## config.mk

```make
export PLATFORM = sky130hd
export DESIGN_NAME = mem_ctrl_flat
export DESIGN_NICKNAME = d
export VERILOG_FILES = /design/src/rtl/mem_ctrl_pkg.sv /design/src/rtl/mem_ctrl_if.sv /design/src/rtl/mem_ctrl_lane_sel.sv /design/src/rtl/mem_ctrl.sv /design/src/flat_wrapper.sv
export SDC_FILE = /design/constraint.sdc
export NUM_CORES = 1
export LEC_CHECK = 0
export ABC_AREA = 1
export BUFFER_PORTS_ARGS = -buffer_cell sky130_fd_sc_hd__buf_2
export CAP_MARGIN = 20
export CORE_MARGIN = 5
export CORE_UTILIZATION = 55
export CTS_CLUSTER_SIZE = 40
export DETAILED_ROUTE_END_ITERATION = 6
export GPL_ROUTABILITY_DRIVEN = 0
export PLACE_DENSITY_LB_ADDON = 0.12
export SYNTH_ARGS = -nofsm -noshare
export SYNTH_HDL_FRONTEND = slang
export SYNTH_SLANG_ARGS = --single-unit
```

## constraint.sdc

```tcl
create_clock -name clk -period 3.3 [get_ports clk]
set_clock_uncertainty 0.2 [all_clocks]
set_input_delay 0.495 -clock clk [delete_from_list [all_inputs] [get_ports clk]]
set_output_delay 0.495 -clock clk [all_outputs]
set_load 0.05 [all_outputs]
```

## src/rtl/mem_ctrl_pkg.sv

```systemverilog
// Shared types for the ME-stage byte-RAM responder: FSM states, byte bus and lane index.
package mem_ctrl_pkg;

    typedef enum logic [1:0] {
        MemCtrlIdle = 2'd0,
        MemCtrlRd   = 2'd1,
        MemCtrlDone = 2'd2,
        MemCtrlWr   = 2'd3
    } state_t;

    localparam int BYTE_W = 8;
    localparam int LANES  = 4;

    typedef logic [BYTE_W-1:0] byte_bus_t;
    typedef logic [1:0]        lane_t;

    localparam byte_bus_t BYTE_ZERO = '0;

endpackage

```

## src/rtl/mem_ctrl_if.sv

```systemverilog
// ME-stage request/response bundle; the ME stage is the master, mem_ctrl the slave.
interface mem_ctrl_if;
    logic        r_enable_i;
    logic        w_enable_i;
    logic [3:0]  w_mask_i;
    logic [31:0] w_data_i;
    logic [31:0] addr_i;
    logic [31:0] r_data_o;
    logic        busy_o;
    logic        done_o;

    modport master (
        output r_enable_i, w_enable_i, w_mask_i, w_data_i, addr_i,
        input  r_data_o, busy_o, done_o
    );

    modport slave (
        input  r_enable_i, w_enable_i, w_mask_i, w_data_i, addr_i,
        output r_data_o, busy_o, done_o
    );
endinterface

```

## src/rtl/mem_ctrl_lane_sel.sv

```systemverilog
// Picks the first store lane at or after i_from. MEM_CTRL_MASK_SKIP_EN skips masked-off lanes;
// otherwise every lane is visited in order and o_wr reports whether it is actually written.
module mem_ctrl_lane_sel
    import mem_ctrl_pkg::*;
(
    input  logic [3:0] i_mask,
    input  logic [2:0] i_from,
    output lane_t      o_lane,
    output logic       o_found,
    output logic       o_wr
);

`ifdef MEM_CTRL_MASK_SKIP_EN
    // Descending scan so the lowest qualifying lane is the one left standing.
    always_comb begin
        o_lane  = '0;
        o_found = 1'b0;
        for (int i = LANES - 1; i >= 0; i--) begin
            if (i_mask[i] && (3'(i) >= i_from)) begin
                o_lane  = lane_t'(i);
                o_found = 1'b1;
            end
        end
    end
`else
    assign o_lane  = i_from[1:0];
    assign o_found = ~i_from[2];
`endif

    assign o_wr = o_found & i_mask[o_lane];

endmodule

```

## src/rtl/mem_ctrl.sv

```systemverilog
// Serialises one word load or masked store from ME onto a byte-wide synchronous RAM.
// Optional MEM_CTRL_MASK_SKIP_EN: stores visit only enabled lanes.
module mem_ctrl
    import mem_ctrl_pkg::*;
#(
    parameter int ADDR_WIDTH = 17
) (
    input  logic                  clk,
    input  logic                  rst,
    mem_ctrl_if.slave             me,
    output logic [ADDR_WIDTH-1:0] mem_addr_o,
    output logic                  mem_wr_o,
    output byte_bus_t             mem_dout_o,
    input  byte_bus_t             mem_din_i
);

    state_t                r_state;
    logic [2:0]            r_cnt;
    logic [ADDR_WIDTH-1:0] r_base;
    logic [3:0]            r_mask;
    logic [31:0]           r_wdata;
    lane_t                 r_lane;
    logic [31:0]           r_rdata;
    logic                  r_busy;
    logic                  r_done;
    logic [ADDR_WIDTH-1:0] r_addr;
    logic                  r_wr;
    byte_bus_t             r_dout;

    logic [ADDR_WIDTH-1:0] w_base_in;
    lane_t                 w_first_lane;
    logic                  w_first_found;
    logic                  w_first_wr;
    lane_t                 w_adv_lane;
    logic                  w_adv_found;
    logic                  w_adv_wr;
    logic [2:0]            w_adv_from;
    lane_t                 w_cap_lane;
    byte_bus_t             w_first_byte;
    byte_bus_t             w_next_byte;
    logic                  w_unused;

    assign w_base_in    = {me.addr_i[ADDR_WIDTH-1:2], 2'b00};
    assign w_adv_from   = {1'b0, r_lane} + 3'd1;
    // Byte for address base+k arrives while cnt = k+1.
    assign w_cap_lane   = r_cnt[1:0] - 2'd1;
    assign w_first_byte = me.w_data_i[{w_first_lane, 3'b000} +: BYTE_W];
    assign w_next_byte  = r_wdata[{w_adv_lane, 3'b000} +: BYTE_W];
    assign w_unused     = &{1'b0, me.addr_i[31:ADDR_WIDTH], me.addr_i[1:0], w_first_found};

    mem_ctrl_lane_sel u_first_sel (
        .i_mask  (me.w_mask_i),
        .i_from  (3'd0),
        .o_lane  (w_first_lane),
        .o_found (w_first_found),
        .o_wr    (w_first_wr)
    );

    mem_ctrl_lane_sel u_adv_sel (
        .i_mask  (r_mask),
        .i_from  (w_adv_from),
        .o_lane  (w_adv_lane),
        .o_found (w_adv_found),
        .o_wr    (w_adv_wr)
    );

    // Outputs are registered alongside the state so the RAM side never sees a combinational path.
    always_ff @(posedge clk or negedge rst) begin
        if (!rst) begin
            r_state <= MemCtrlIdle;
            r_cnt   <= '0;
            r_base  <= '0;
            r_mask  <= '0;
            r_wdata <= '0;
            r_lane  <= '0;
            r_rdata <= '0;
            r_busy  <= 1'b0;
            r_done  <= 1'b0;
            r_addr  <= '0;
            r_wr    <= 1'b0;
            r_dout  <= BYTE_ZERO;
        end else begin
            case (r_state)
                MemCtrlIdle: begin
                    r_done <= 1'b0;
                    if (me.r_enable_i) begin
                        r_state <= MemCtrlRd;
                        r_base  <= w_base_in;
                        r_cnt   <= '0;
                        r_busy  <= 1'b1;
                        r_addr  <= w_base_in;
                        r_wr    <= 1'b0;
                        r_dout  <= BYTE_ZERO;
                    end else if (me.w_enable_i && (me.w_mask_i != 4'd0)) begin
                        r_state <= MemCtrlWr;
                        r_base  <= w_base_in;
                        r_mask  <= me.w_mask_i;
                        r_wdata <= me.w_data_i;
                        r_lane  <= w_first_lane;
                        r_busy  <= 1'b1;
                        r_addr  <= w_base_in + ADDR_WIDTH'(w_first_lane);
                        r_wr    <= w_first_wr;
                        r_dout  <= w_first_byte;
                    end else begin
                        r_busy  <= 1'b0;
                        r_addr  <= r_base;
                        r_wr    <= 1'b0;
                        r_dout  <= BYTE_ZERO;
                    end
                end
                MemCtrlRd: begin
                    if (r_cnt != 3'd0) begin
                        r_rdata[{w_cap_lane, 3'b000} +: BYTE_W] <= mem_din_i;
                    end
                    r_cnt <= r_cnt + 3'd1;
                    if (r_cnt == 3'd4) begin
                        r_state <= MemCtrlDone;
                        r_busy  <= 1'b0;
                        r_done  <= 1'b1;
                        r_addr  <= r_base;
                    end else if (r_cnt == 3'd3) begin
                        r_addr  <= r_base;
                    end else begin
                        r_addr  <= r_base + ADDR_WIDTH'(r_cnt + 3'd1);
                    end
                end
                MemCtrlDone: begin
                    r_state <= MemCtrlIdle;
                    r_done  <= 1'b0;
                end
                MemCtrlWr: begin
                    if (w_adv_found) begin
                        r_lane <= w_adv_lane;
                        r_addr <= r_base + ADDR_WIDTH'(w_adv_lane);
                        r_wr   <= w_adv_wr;
                        r_dout <= w_next_byte;
                    end else begin
                        r_state <= MemCtrlIdle;
                        r_busy  <= 1'b0;
                        r_addr  <= r_base;
                        r_wr    <= 1'b0;
                        r_dout  <= BYTE_ZERO;
                    end
                end
                default: r_state <= MemCtrlIdle;
            endcase
        end
    end

    assign me.r_data_o = r_rdata;
    assign me.busy_o   = r_busy;
    assign me.done_o   = r_done;
    assign mem_addr_o  = r_addr;
    assign mem_wr_o    = r_wr;
    assign mem_dout_o  = r_dout;

endmodule

```

## src/flat_wrapper.sv

```systemverilog
// flat-port wrapper written by rule: the top's interface ports become plain ports
module mem_ctrl_flat import mem_ctrl_pkg::*;
#(
    parameter int ADDR_WIDTH = 17
)
  (clk, rst, mem_addr_o, mem_wr_o, mem_dout_o, mem_din_i, me_r_enable_i, me_w_enable_i, me_w_mask_i, me_w_data_i, me_addr_i, me_r_data_o, me_busy_o, me_done_o);
  mem_ctrl_if me_i ();
  input  logic clk;
  input  logic rst;
  output logic [ADDR_WIDTH-1:0] mem_addr_o;
  output logic mem_wr_o;
  output byte_bus_t mem_dout_o;
  input  byte_bus_t mem_din_i;
  input wire logic [$bits(me_i.r_enable_i)-1:0] me_r_enable_i;
  input wire logic [$bits(me_i.w_enable_i)-1:0] me_w_enable_i;
  input wire logic [$bits(me_i.w_mask_i)-1:0] me_w_mask_i;
  input wire logic [$bits(me_i.w_data_i)-1:0] me_w_data_i;
  input wire logic [$bits(me_i.addr_i)-1:0] me_addr_i;
  output wire logic [$bits(me_i.r_data_o)-1:0] me_r_data_o;
  output wire logic [$bits(me_i.busy_o)-1:0] me_busy_o;
  output wire logic [$bits(me_i.done_o)-1:0] me_done_o;
  assign me_i.r_enable_i = me_r_enable_i;
  assign me_i.w_enable_i = me_w_enable_i;
  assign me_i.w_mask_i = me_w_mask_i;
  assign me_i.w_data_i = me_w_data_i;
  assign me_i.addr_i = me_addr_i;
  assign me_r_data_o = me_i.r_data_o;
  assign me_busy_o = me_i.busy_o;
  assign me_done_o = me_i.done_o;
  mem_ctrl #(.ADDR_WIDTH(ADDR_WIDTH)) u_core (.clk(clk), .rst(rst), .me(me_i), .mem_addr_o(mem_addr_o), .mem_wr_o(mem_wr_o), .mem_dout_o(mem_dout_o), .mem_din_i(mem_din_i));
endmodule
```

==> Yosys cells after proc, flatten, opt, wreduce, memory -nomap -nowiden <==
Index checks and enable logic that the tools add are counted.
{ "word_totals": {"input_bits": 80, "ramBits": 0, "reg_bits": 120, "romBits": 0, "output_inout_bits": 60, "memories": 0, "latchBits": 0} }
{ "classes": {"eq_ne": 12, "shifts": 3, "bitwise": 3, "n_reduce_logical": 16, "muxes": 35, "order_cmp": 1, "mul": 0, "addsub": 7, "n_div": 0} }
{ "ops": {"columns": ["operator", "n"], "rows": [
  ["17-bit two-way mux", 5],
  ["17-bit case mux with 3 select lines", 1],
  ["32-bit bitwise mux", 1],
  ["8-bit by 7-bit variable shift with 32-bit output, first input constant", 1],
  ["32-bit by 6-bit indexed part select with 8-bit output", 1],
  ["8-bit by 7-bit indexed part select with 32-bit output", 1],
  ["8-bit two-way mux", 3],
  ["17-bit adder", 1],
  ["17-bit by 2-bit adder with 17-bit output", 1],
  ["8-bit case mux with 2 select lines", 1],
  ["2-bit two-way mux", 7],
  ["1-bit two-way mux", 9],
  ["3-bit AND reduction", 3],
  ["2-bit inequality test, second input constant", 4],
  ["2-bit case mux with 4 select lines", 1],
  ["5-bit negation with 7-bit output", 1],
  ["3-bit case mux with 2 select lines", 1],
  ["2-bit AND reduction", 3],
  ["2-bit nonzero test", 3],
  ["3-bit nonzero test", 2],
  ["3-bit by 1-bit adder with 4-bit output, second input constant", 1],
  ["2-bit equality test, second input constant", 2],
  ["2-bit by 1-bit inequality test with 1-bit output, second input constant", 2],
  ["1-bit case mux with 2 select lines", 2],
  ["other kinds (19)", 20]
]} }

==> Logic depth before layout (Yosys ltp) <==
Gate-level depths: netlist of run 1.
{ "depth": {"depth_word": 6, "depth_mapped": 15, "depth_no_buf": 15} }

==> Hierarchy <==
A second synthesis of run 1 with hierarchy kept.
{ "hier_totals": {"cells_unflattened": 825, "area_unflattened_um2": 6512.5} }
{ "modules_own_cells": {"columns": ["module", "area_each_um2", "instances", "seq_area_each_um2", "cells_each"], "rows": [
  ["mem_ctrl", 6337.3, 1, 2952.8, 793],
  ["mem_ctrl_lane_sel", 87.6, 2, 0.0, 16]
]} }

==> Worst setup path after synthesis of run 1 <==
OpenSTA, ideal clock, no wires.
{ "synth_path": {"path_type": "reg2reg", "startpoint": "register u_core.r_cnt[0]", "endpoint": "register u_core.r_addr[10], in the netlist u_core.mem_addr_o[10]", "n_path_buf": 1, "arrival_time_ns": 2.300, "stages_incl_launch_ff": 16, "setup_slack_ns": 0.688, "required_ns": 2.987, "cell_sequence": "dfrtp_1 -> inv_1 -> clkbuf_1 -> ha_1 -> inv_1 -> fa_1 -> nor2_1 -> nor2_1 -> nor2_1 -> nand2_1 -> nand2_1 -> nand2_1 -> nand2_1 -> nand3_1 -> nand2_1 -> inv_1"} }
{ "synth_between": {"elab_chain_cells": 5, "word_cells_on_any_way": 7, "classes_between": "2 x add/sub; 2 x eq/ne; 3 x mux"} }
{ "synth_rtl": {"columns": ["element", "line_no", "rtl"], "rows": [
  ["start: declaration", "mem_ctrl.sv:18", "logic [2:0] r_cnt;"],
  ["start signal: assignment", "mem_ctrl.sv:115", "r_cnt <= r_cnt + 3'd1;"],
  ["3-bit by 1-bit adder with 4-bit output", "mem_ctrl.sv:124", "r_addr <= r_base + ADDR_WIDTH'(r_cnt + 3'd1);"],
  ["17-bit adder", "mem_ctrl.sv:124", null],
  ["17-bit two-way mux", "mem_ctrl.sv:121", "end else if (r_cnt == 3'd3) begin"],
  ["17-bit two-way mux *", "mem_ctrl.sv:116", "if (r_cnt == 3'd4) begin"],
  ["17-bit case mux with 3 select lines *", "mem_ctrl.sv:83", "case (r_state)"],
  ["end signal: assignment", "mem_ctrl.sv:120", "r_addr <= r_base;"],
  ["end signal: assignment", "mem_ctrl.sv:122", "r_addr <= r_base;"],
  ["end signal: assignment", "mem_ctrl.sv:124", null],
  ["end: declaration", "mem_ctrl.sv:26", "logic [ADDR_WIDTH-1:0] r_addr;"]
]} }
Mark *: on every way between the ends. The rest lies on a longest branch, timed or not.
A chain may end at the register's enable or synchronous reset.

==> Worst setup path in the final report of run 1 <==
{ "layout_path": {"startpoint": "register u_core.r_cnt[1]", "endpoint": "register u_core.r_addr[10], in the netlist u_core.mem_addr_o[10]"} }
The elaborated chain is that of the path after synthesis.

==> flow_summary.yaml, run 1 <==
power:
  power_leakage_nw: 3.910
  powerDensity_nw_per_um2: 1117
  vdd_drop_max_mv: 0.8476
  finalPower_mw: 8.931
worst_setup_path:
  cp-end-kind: "flop"
  max_stage_delay_ns: 0.44
  critical_path.startpoint: "u_core.r_cnt[1]"
  crit_chain: "inv_1 > ha_1 > inv_1 > fa_1 > nor2_1 > nor2_1 > nor2_1 > nand2_1 > nand2_1 > nand2_1 > nand2_1 > nand3_1 > nand2_1 > inv_1"
  worstRegToRegCells: 14
  cp_data_required_time_ns: 3.42
  crit_type: "flop to flop"
  crit_fanout: 5
  crit_family: "simple AND/OR/NAND/NOR gates"
  startpoint_type: "flop"
  cp_common_cell: "nand2_1"
  cp.depth: 14
  worstPathArrival_ns: 2.88
  r2r_start: "u_core.r_cnt[1]"
  worst-path-buf-inv: 3
  slowest_stage: "fa_1"
place:
  dp_hpwl_microns: 12420
  port_buffers: 122
synth:
  synthTopCellsByArea: "dfrtp_1, nand2_1, o21ai_0, nor2_1, mux2_2"
  netlist_instances: 808
  async_flop_share_pct: 100.0
  synth_top_area_share_pct: 45.05
  syn_area_sq_um: 6666
  seq_area_frac_synth_pct: 45.05
  synth_area_leader_cell: "dfrtp_1"
  ys_top_cells_by_count: "nand2_1, dfrtp_1, nor2_1"
  synth-edff-count: 0
  syn_nets: 908
  yosysWarningCount: 0
  synth_top_flop_cell: "dfrtp_1"
  avgSynthCellArea_sq_um: 8.250
  yosysMostFrequentCell: "nand2_1"
  synth-seq-cells: 120
  synth_cell_types: 41
floorplan:
  start_util_pct: 55.73
  die_h_microns: 120.1
  die-width_microns: 120.1
  rows: 40
  dieArea_sq_um: 14420
  pin_count: 140
  core_region_area_sq_um: 11960
sta:
  worst_slew_pin_slew_ns: 0.7721
  max_freq_mhz: 362.1
  setup_tns_ns: 0
  finalMaxSlewViolations: 0
  finalHoldViolations: 0
  holdWs_ns: 0.08731
  rsz0062_at_grt: "no"
  fin_crit_ns: 2.762
  fin_crit_sh_pct: 83.70
  maxSlewHeadroom_pct: 48.53
  setup_viol_count_final: 0
cells_and_area:
  drive_gt1_share_pct: 24.36
  final_nets: 1031
  antenna_cells: 0
  syn_to_final_growth_pct: 19.99
clock_tree:
  clk_latency_ns: 0.42
  cts_resized: 0
  cts_buffers: 17
  cts_htree_levels: 4
  clkTransAtPathRegs_ns: 0.06
  cts_root_buffer: "clkbuf_16"
  cts_max_path_buffers: 2
  cts_tree: "built"
  clock_sinks: 120
  cts_hold_buffers: 1
  postCtsSetupRepairBufs: 0
drt:
  routed_wl_microns: 17450
  wl_per_cell_microns: 15.99
  drc_errors: 0
  ant_nets: 0
  drtIter0Drc: 410
  viasPerCell: 5.658
  vias: 6173
  dr.pass1.iters: 7
global_routing:
  grt_pass1_vias: 6217
  grt_remaining_overflow: 0
  grt_antenna_before_repair: 0
  grt_max_degree: 57
  grt_pass1_wl_microns: 29340
  grt_usage_pct: 25.29
min_path:
  holdPathStages: 3
  hp-class: "primary input to flop"
  holdCritStartpoint: "me_addr_i[11]"
outcome:
  outcome: "finished, final reports clean"
run:
  drv_cap: 0
[sequential cells by signal (all words and copies together), names as in the netlist, 2 cells and up]
register / count
u_core.r_state: 2
u_core.mem_addr_o: 17
u_core.mem_dout_o: 8
u_core.r_mask: 4
u_core.r_lane: 2
u_core.me.r_data_o: 32
u_core.r_wdata: 32
u_core.r_cnt: 3
u_core.r_base: 17
[layout make-up]
type	count	area [sq um]
Clock buffer	21	460.4
Timing Repair Buffer	138	773.2
Fill cell	1020	3963
Sequential cell	120	3003
Inverter	88	330.3
Tap cell	147	183.9
Multi-Input combinational cell	566	3149
Clock inverter	11	98.84
[cell families after synthesis]
| kind of cell | synth area share (%) |
|---|---|
| simple gates | 23.42 |
| mux | 5.800 |
| fa+ha+maj | 3.979 |
| buf+inv | 7.714 |
| flops | 45.05 |
| compound gates | 13.65 |
| xor+xnor | 0.3942 |
[placed cells by master, fill, tap and decap left out, types with 6 or more instances in the layout]
cell,synthesis,routed
ha_1,18,18
nand4_1,29,29
a21oi_1,25,25
clkinvlp_4,0,6
nand2_1,150,150
nand3_1,57,57
dfrtp_1,120,120
mux2_2,29,29
a22oi_1,8,8
inv_1,78,78
inv_2,8,8
o21ai_0,86,86
o41ai_1,15,15
buf_2,12,121
clkbuf_16,0,17
nor2_1,95,95
buf_4,5,13
[worst paths after layout]
check / slack, ns / to
hold reg to reg: 0.28 / u_core.me.r_data_o[10]
min in group asynchronous: 0.51 / u_core.r_base[9]
hold / removal: 0.09 / u_core.r_base[11]
max in group asynchronous: 1.73 / u_core.r_wdata[27]
setup reg to reg: 0.54 / u_core.mem_addr_o[10]
setup / recovery: 0.54 / u_core.mem_addr_o[10]
[tightest hold or removal path, stage by stage]
cell     delay [ns]
buf_2          0.09
nand2_1        0.05
nand2_1        0.05
[metal layers]
layer	vias to the layer above	GRT usage, %	share of wire (%)
met4	0	10.16	2.4
met3	43	5.608	5.9
met2	221	42.40	49
met1	2949	31.71	42
met5	-	0	0
li1	2960	-	-
[through the flow]
stage	setup slack (ns)	area [sq um]	cells	utilization [%]
finish	0.5380	7999	1091	66.87
global route	0.3513	7999	1091	66.87
CTS	0.5858	7999	1091	66.87
detailed placement	0.6152	7430	1058	62.11
global placement	0.6364	7430	1058	62.11
floorplan	0.6877	6666	808	-
[power breakdown]
part,leakage [nW],switching (mW),internal [mW],total (mW)
Combinational,2.22,3.17,1.34,4.51
Clock,0.258,0.689,1.07,1.76
Sequential,1.43,0.488,2.17,2.66
Power figures use the tool's default switching activity.
==> run 2: changes to the inputs <==
- CORE_UTILIZATION: 55 -> 50
- clock period: 3.3 -> 2.3 ns (I/O delays scaled with it)
==> flow_summary.yaml, run 2 (synthesis results as in run 1) <==
outcome:
  outcome: "finished, final reports clean"
worst_setup_path:
  worstPathArrival_ns: 2.39
  crit_fanout: 7
  worstRegToRegCells: 13
  cp-end-kind: "flop"
  critical_path.startpoint: "u_core.r_cnt[1]"
  worst-r2r-setup-slack_ns: 0.02
  startpoint_type: "flop"
  cp_data_required_time_ns: 2.41
  crit_type: "flop to flop"
  r2r_start: "u_core.r_cnt[1]"
cells_and_area:
  antenna_cells: 0
  postLayoutCellArea_sq_um: 8952
  fin_cells: 1197
  syn_to_final_growth_pct: 34.29
  final_nets: 1111
  final_cell_mix: "nand2_1, buf_2, dfrtp_1, nor2_1, o21ai_0"
  mostFrequentLayoutCell: "nand2_1"
  drive_gt1_share_pct: 29.09
drt:
  viasPerCell: 5.439
  dr.pass1.iters: 5
  vias: 6511
  ant_nets: 0
  wl_per_cell_microns: 16.24
  drc_errors: 0
  drtIter0Drc: 494
  routed_wl_microns: 19440
floorplan:
  die_h_microns: 125.5
  pin_count: 140
  dieArea_sq_um: 15740
  die-width_microns: 125.5
  start_util_pct: 50.74
  rows: 42
  core_region_area_sq_um: 13140
power:
  powerDensity_nw_per_um2: 1512
  vdd_drop_max_mv: 1.006
  power_leakage_nw: 4.311
sta:
  fin_crit_ns: 2.278
  fin_crit_sh_pct: 99.06
  rsz0062_at_grt: "yes"
  worst_slack_ns: 0.02171
  setup_viol_count_final: 0
  maxSlewHeadroom_pct: 62.34
  finalMaxSlewViolations: 0
  holdWs_ns: 0.01682
  finalHoldViolations: 0
  max_freq_mhz: 438.9
  worst_slew_pin_slew_ns: 0.5649
place:
  place_ws_ns: -0.1253
  port_buffers: 122
  postPlaceCellArea_sq_um: 7714
  dp_hpwl_microns: 13150
  dpl.cell_count: 1117
global_routing:
  grt_max_degree: 49
  grt_pass1_wl_microns: 31990
  grt_pass1_vias: 6534
  grt_remaining_overflow: 0
  grt_antenna_before_repair: 0
  grt_usage_pct: 25.00
clock_tree:
  cts_root_buffer: "clkbuf_16"
  cts_htree_levels: 4
  clock_sinks: 120
  clk_latency_ns: 0.41
  cts_max_path_buffers: 2
  clkTransAtPathRegs_ns: 0.05
  cts_buffers: 17
  cts_tree: "built"
min_path:
  hp-class: "primary input to flop"
  holdCritStartpoint: "me_w_data_i[7]"
  holdPathStages: 3
run:
  drv_cap: 0
## run 2: cell types whose count changed in the layout (fill, tap and decap cells not counted), sizes merged
cell,previous run,this run
buf,137,173
clkinv,5,7
inv,87,86
clkinvlp,6,1
nand2,155,156
dlygate4sd3,1,44
bufinv,1,2
## run 2: final timing paths
path | endpoint
setup / recovery | u_core.mem_addr_o[12]
hold / removal | u_core.r_wdata[7]
setup reg to reg | u_core.mem_addr_o[12]
hold reg to reg | u_core.me.r_data_o[14]
max in group asynchronous | u_core.r_base[6]
min in group asynchronous | u_core.mem_addr_o[9]
## run 2: power breakdown
group / internal [mW] / leakage [nW] / switching (mW) / total [mW]
registers: 3.11 / 1.43 / 0.704 / 3.82
clock network: 1.63 / 0.275 / 0.923 / 2.55
logic: 2.34 / 2.61 / 4.83 / 7.17
## run 2: per-stage QoR
step	util [%]	power [mW]	setup TNS, ns
2_1_floorplan	-	8.632	0
3_3_place_gp	58.71	10.39	-0.1931
3_5_place_dp	58.71	10.56	-0.7119
4_1_cts	66.93	13.34	0
5_1_grt	68.14	14.45	-1.059
6_report	68.14	13.53	0
## run 2: repair_timing
item,CTS,global route
hold buffers,43,1
pin swaps,12,18
resized for setup,14,31
setup endpoints to repair,12,28
cloned,1,0
setup buffers,2,4
endpoints found under the hold margin,73,1
## run 2: per-layer routing
layer	part of all wire, %	track usage, %	vias up
met3	6.4	5.757	50
met4	2.9	9.821	0
li1	-	-	3121
met1	41	31.00	3079
met2	50	42.32	261
met5	0	0	-
## run 2: worst max-delay path, stage by stage (launching register included)
cell,delay [ns]
dfrtp_1,0.40
ha_2,0.21
ha_4,0.27
inv_2,0.05
ha_4,0.28
nand2_4,0.06
nor2_4,0.12
nor2_4,0.06
nor2_4,0.15
nand3_1,0.10
nand3_1,0.09
nand3_2,0.09
nand2_1,0.06
inv_1,0.03
## run 2: layout make-up
| class | count | area (sq um) |
|---|---|---|
| timing repair buffer | 217 | 1485 |
| fill | 1099 | 4185 |
| tap | 176 | 220.2 |
| inverter | 88 | 340.3 |
| clock buffer | 21 | 460.4 |
| clock inverter | 8 | 100.1 |
| multi-input combinational | 567 | 3343 |
| sequential | 120 | 3003 |
==> run 3: changes to the inputs <==
- CORE_UTILIZATION: 50 -> 60
- clock period: 2.3 -> 2.87 ns (I/O delays scaled with it)
==> flow_summary.yaml, run 3 (synthesis results as in run 1) <==
worst_setup_path:
  worstPathArrival_ns: 2.83
  cp_common_cell: "nand2_1"
  cp-end-kind: "flop"
  r2r_start: "u_core.r_cnt[1]"
  r2r-end: "u_core.mem_addr_o[9]"
  slowest_stage: "dfrtp_1"
  worst-path-buf-inv: 2
  critical_path.startpoint: "u_core.r_cnt[1]"
  crit_fanout: 10
  crit_chain: "inv_1 > ha_1 > buf_4 > ha_1 > nand2_1 > nand2_1 > nand3_1 > nand2_2 > nand2_1 > o21ai_0 > nand3_1 > a21oi_1"
  critPathCapture: "u_core.mem_addr_o[9]"
  startpoint_type: "flop"
  worst-r2r-setup-slack_ns: 0.30
  max_stage_delay_ns: 0.41
  crit_type: "flop to flop"
  cp_data_required_time_ns: 3.13
  crit_family: "simple AND/OR/NAND/NOR gates"
  worstRegToRegCells: 12
  cp.depth: 12
global_routing:
  grt_usage_pct: 29.83
  grt_antenna_before_repair: 0
  grt_pass1_vias: 6602
  grt_pass1_wl_microns: 31210
  grt_max_degree: 57
  grt_remaining_overflow: 0
drt:
  vias: 6502
  drtIter0Drc: 510
  routed_wl_microns: 19200
  viasPerCell: 5.674
  ant_nets: 0
  dr.pass1.iters: 5
  wl_per_cell_microns: 16.75
  drc_errors: 0
clock_tree:
  clkTransAtPathRegs_ns: 0.06
  cts_max_path_buffers: 2
  clock_sinks: 120
  cts_tree: "built"
  postCtsSetupRepairBufs: 0
  cts_htree_levels: 4
  clk_latency_ns: 0.54
  cts_buffers: 17
  cts_root_buffer: "clkbuf_8"
cells_and_area:
  postLayoutCellArea_sq_um: 8592
  drive_gt1_share_pct: 23.38
  final_cell_mix: "nand2_1, buf_2, dfrtp_1, nor2_1, o21ai_0"
  num-fill-cells: 732
  mostFrequentLayoutCell: "nand2_1"
  fin_util_pct: 78.91
  final_nets: 1092
  syn_to_final_growth_pct: 28.89
power:
  p_int_mw: 5.349
  finalPower_mw: 10.46
  vdd_drop_max_mv: 0.9327
  sw_frac_of_total_pct: 48.84
  powerDensity_nw_per_um2: 1217
  power_frac_clock_pct: 19.4
  switchingPower_mw: 5.107
  power_frac_seq_pct: 29.5
  power_leakage_nw: 4.174
  combinationalPowerShare_pct: 51.2
sta:
  max_freq_mhz: 389.3
  setup_tns_ns: 0
  holdWs_ns: 0.03028
  finalMaxSlewViolations: 0
  maxSlewHeadroom_pct: 59.91
  fin_crit_sh_pct: 89.50
  rsz0062_at_grt: "no"
  setup_viol_count_final: 0
  fin_crit_ns: 2.569
  finalHoldViolations: 0
  worst_slew_pin_slew_ns: 0.6013
place:
  port_buffers: 122
  dp_hpwl_microns: 12360
  postPlaceCellArea_sq_um: 7431
floorplan:
  pin_count: 140
  core_region_area_sq_um: 10890
  start_util_pct: 61.23
  dieArea_sq_um: 13320
  die_h_microns: 115.4
  die-width_microns: 115.4
  rows: 38
run:
  drv_cap: 0
min_path:
  hp-class: "primary input to flop"
  holdPathStages: 3
outcome:
  outcome: "finished, final reports clean"
==> run 3: worst min path at each step <==
stage,start,endpoint,slack [ns]
after floorplan,rst,u_core.me.busy_o,-0.07
after global placement,rst,u_core.mem_addr_o[8],0.26
after detailed placement,u_core.me.r_data_o[22],u_core.me.r_data_o[22],0.26
after CTS,mem_din_i[7],u_core.me.r_data_o[7],0.02
after global routing,mem_din_i[7],u_core.me.r_data_o[23],0.03
final,mem_din_i[7],u_core.me.r_data_o[23],0.03
==> run 3: power by group through the flow <==
stage          registers (mW)  clock network, mW  logic [mW]
6_report                 3.08               2.02        5.35
5_1_grt                  3.17               2.12        5.82
3_3_place_gp             3.02                  0        5.04
3_5_place_dp             3.05                  0        5.19
2_1_floorplan            4.26                  0        2.62
4_1_cts                  3.05               2.03        5.29
==> run 3: cell type report <==
type / instances / area, sq um / share of cell area, %
flip-flops and latches: 120 / 3003 / 34.95
repair buffers: 199 / 1364 / 15.87
clock inverters: 10 / 92.59 / 1.078
inverters: 88 / 330.3 / 3.844
diodes: 1 / 2.502 / 0.02912
multi-input cells: 566 / 3152 / 36.68
clock buffers: 22 / 473.0 / 5.505
well taps: 140 / 175.2 / 2.039
==> run 3: worst register-to-register path: stages (launching register included) <==
cell,delay (ns)
dfrtp_1,0.41
inv_1,0.17
ha_1,0.28
buf_4,0.17
ha_1,0.28
nand2_1,0.05
nand2_1,0.07
nand3_1,0.08
nand2_2,0.19
nand2_1,0.13
o21ai_0,0.20
nand3_1,0.12
a21oi_1,0.14
==> run 3: routing by layer <==
metal / GRT usage [%] / wire, microns
met4: 13.62 / 424
met2: 51.16 / 9796
met3: 7.474 / 1327
met5: 0 / 0
met1: 35.30 / 7647
==> run 3: metrics by stage <==
step	setup slack, ns	std cells
finish	0.3015	1146
global route	0.06841	1145
CTS	0.2561	1145
detailed placement	0.2854	1054
global placement	0.3613	1054
floorplan	0.2577	808
==> run 3: repair_timing <==
action | 4_1_cts | 5_1_grt
endpoints found under the hold margin | 104 | 0
setup endpoints to repair | 0 | 1
resized for setup | 0 | 1
hold buffers | 59 | 0
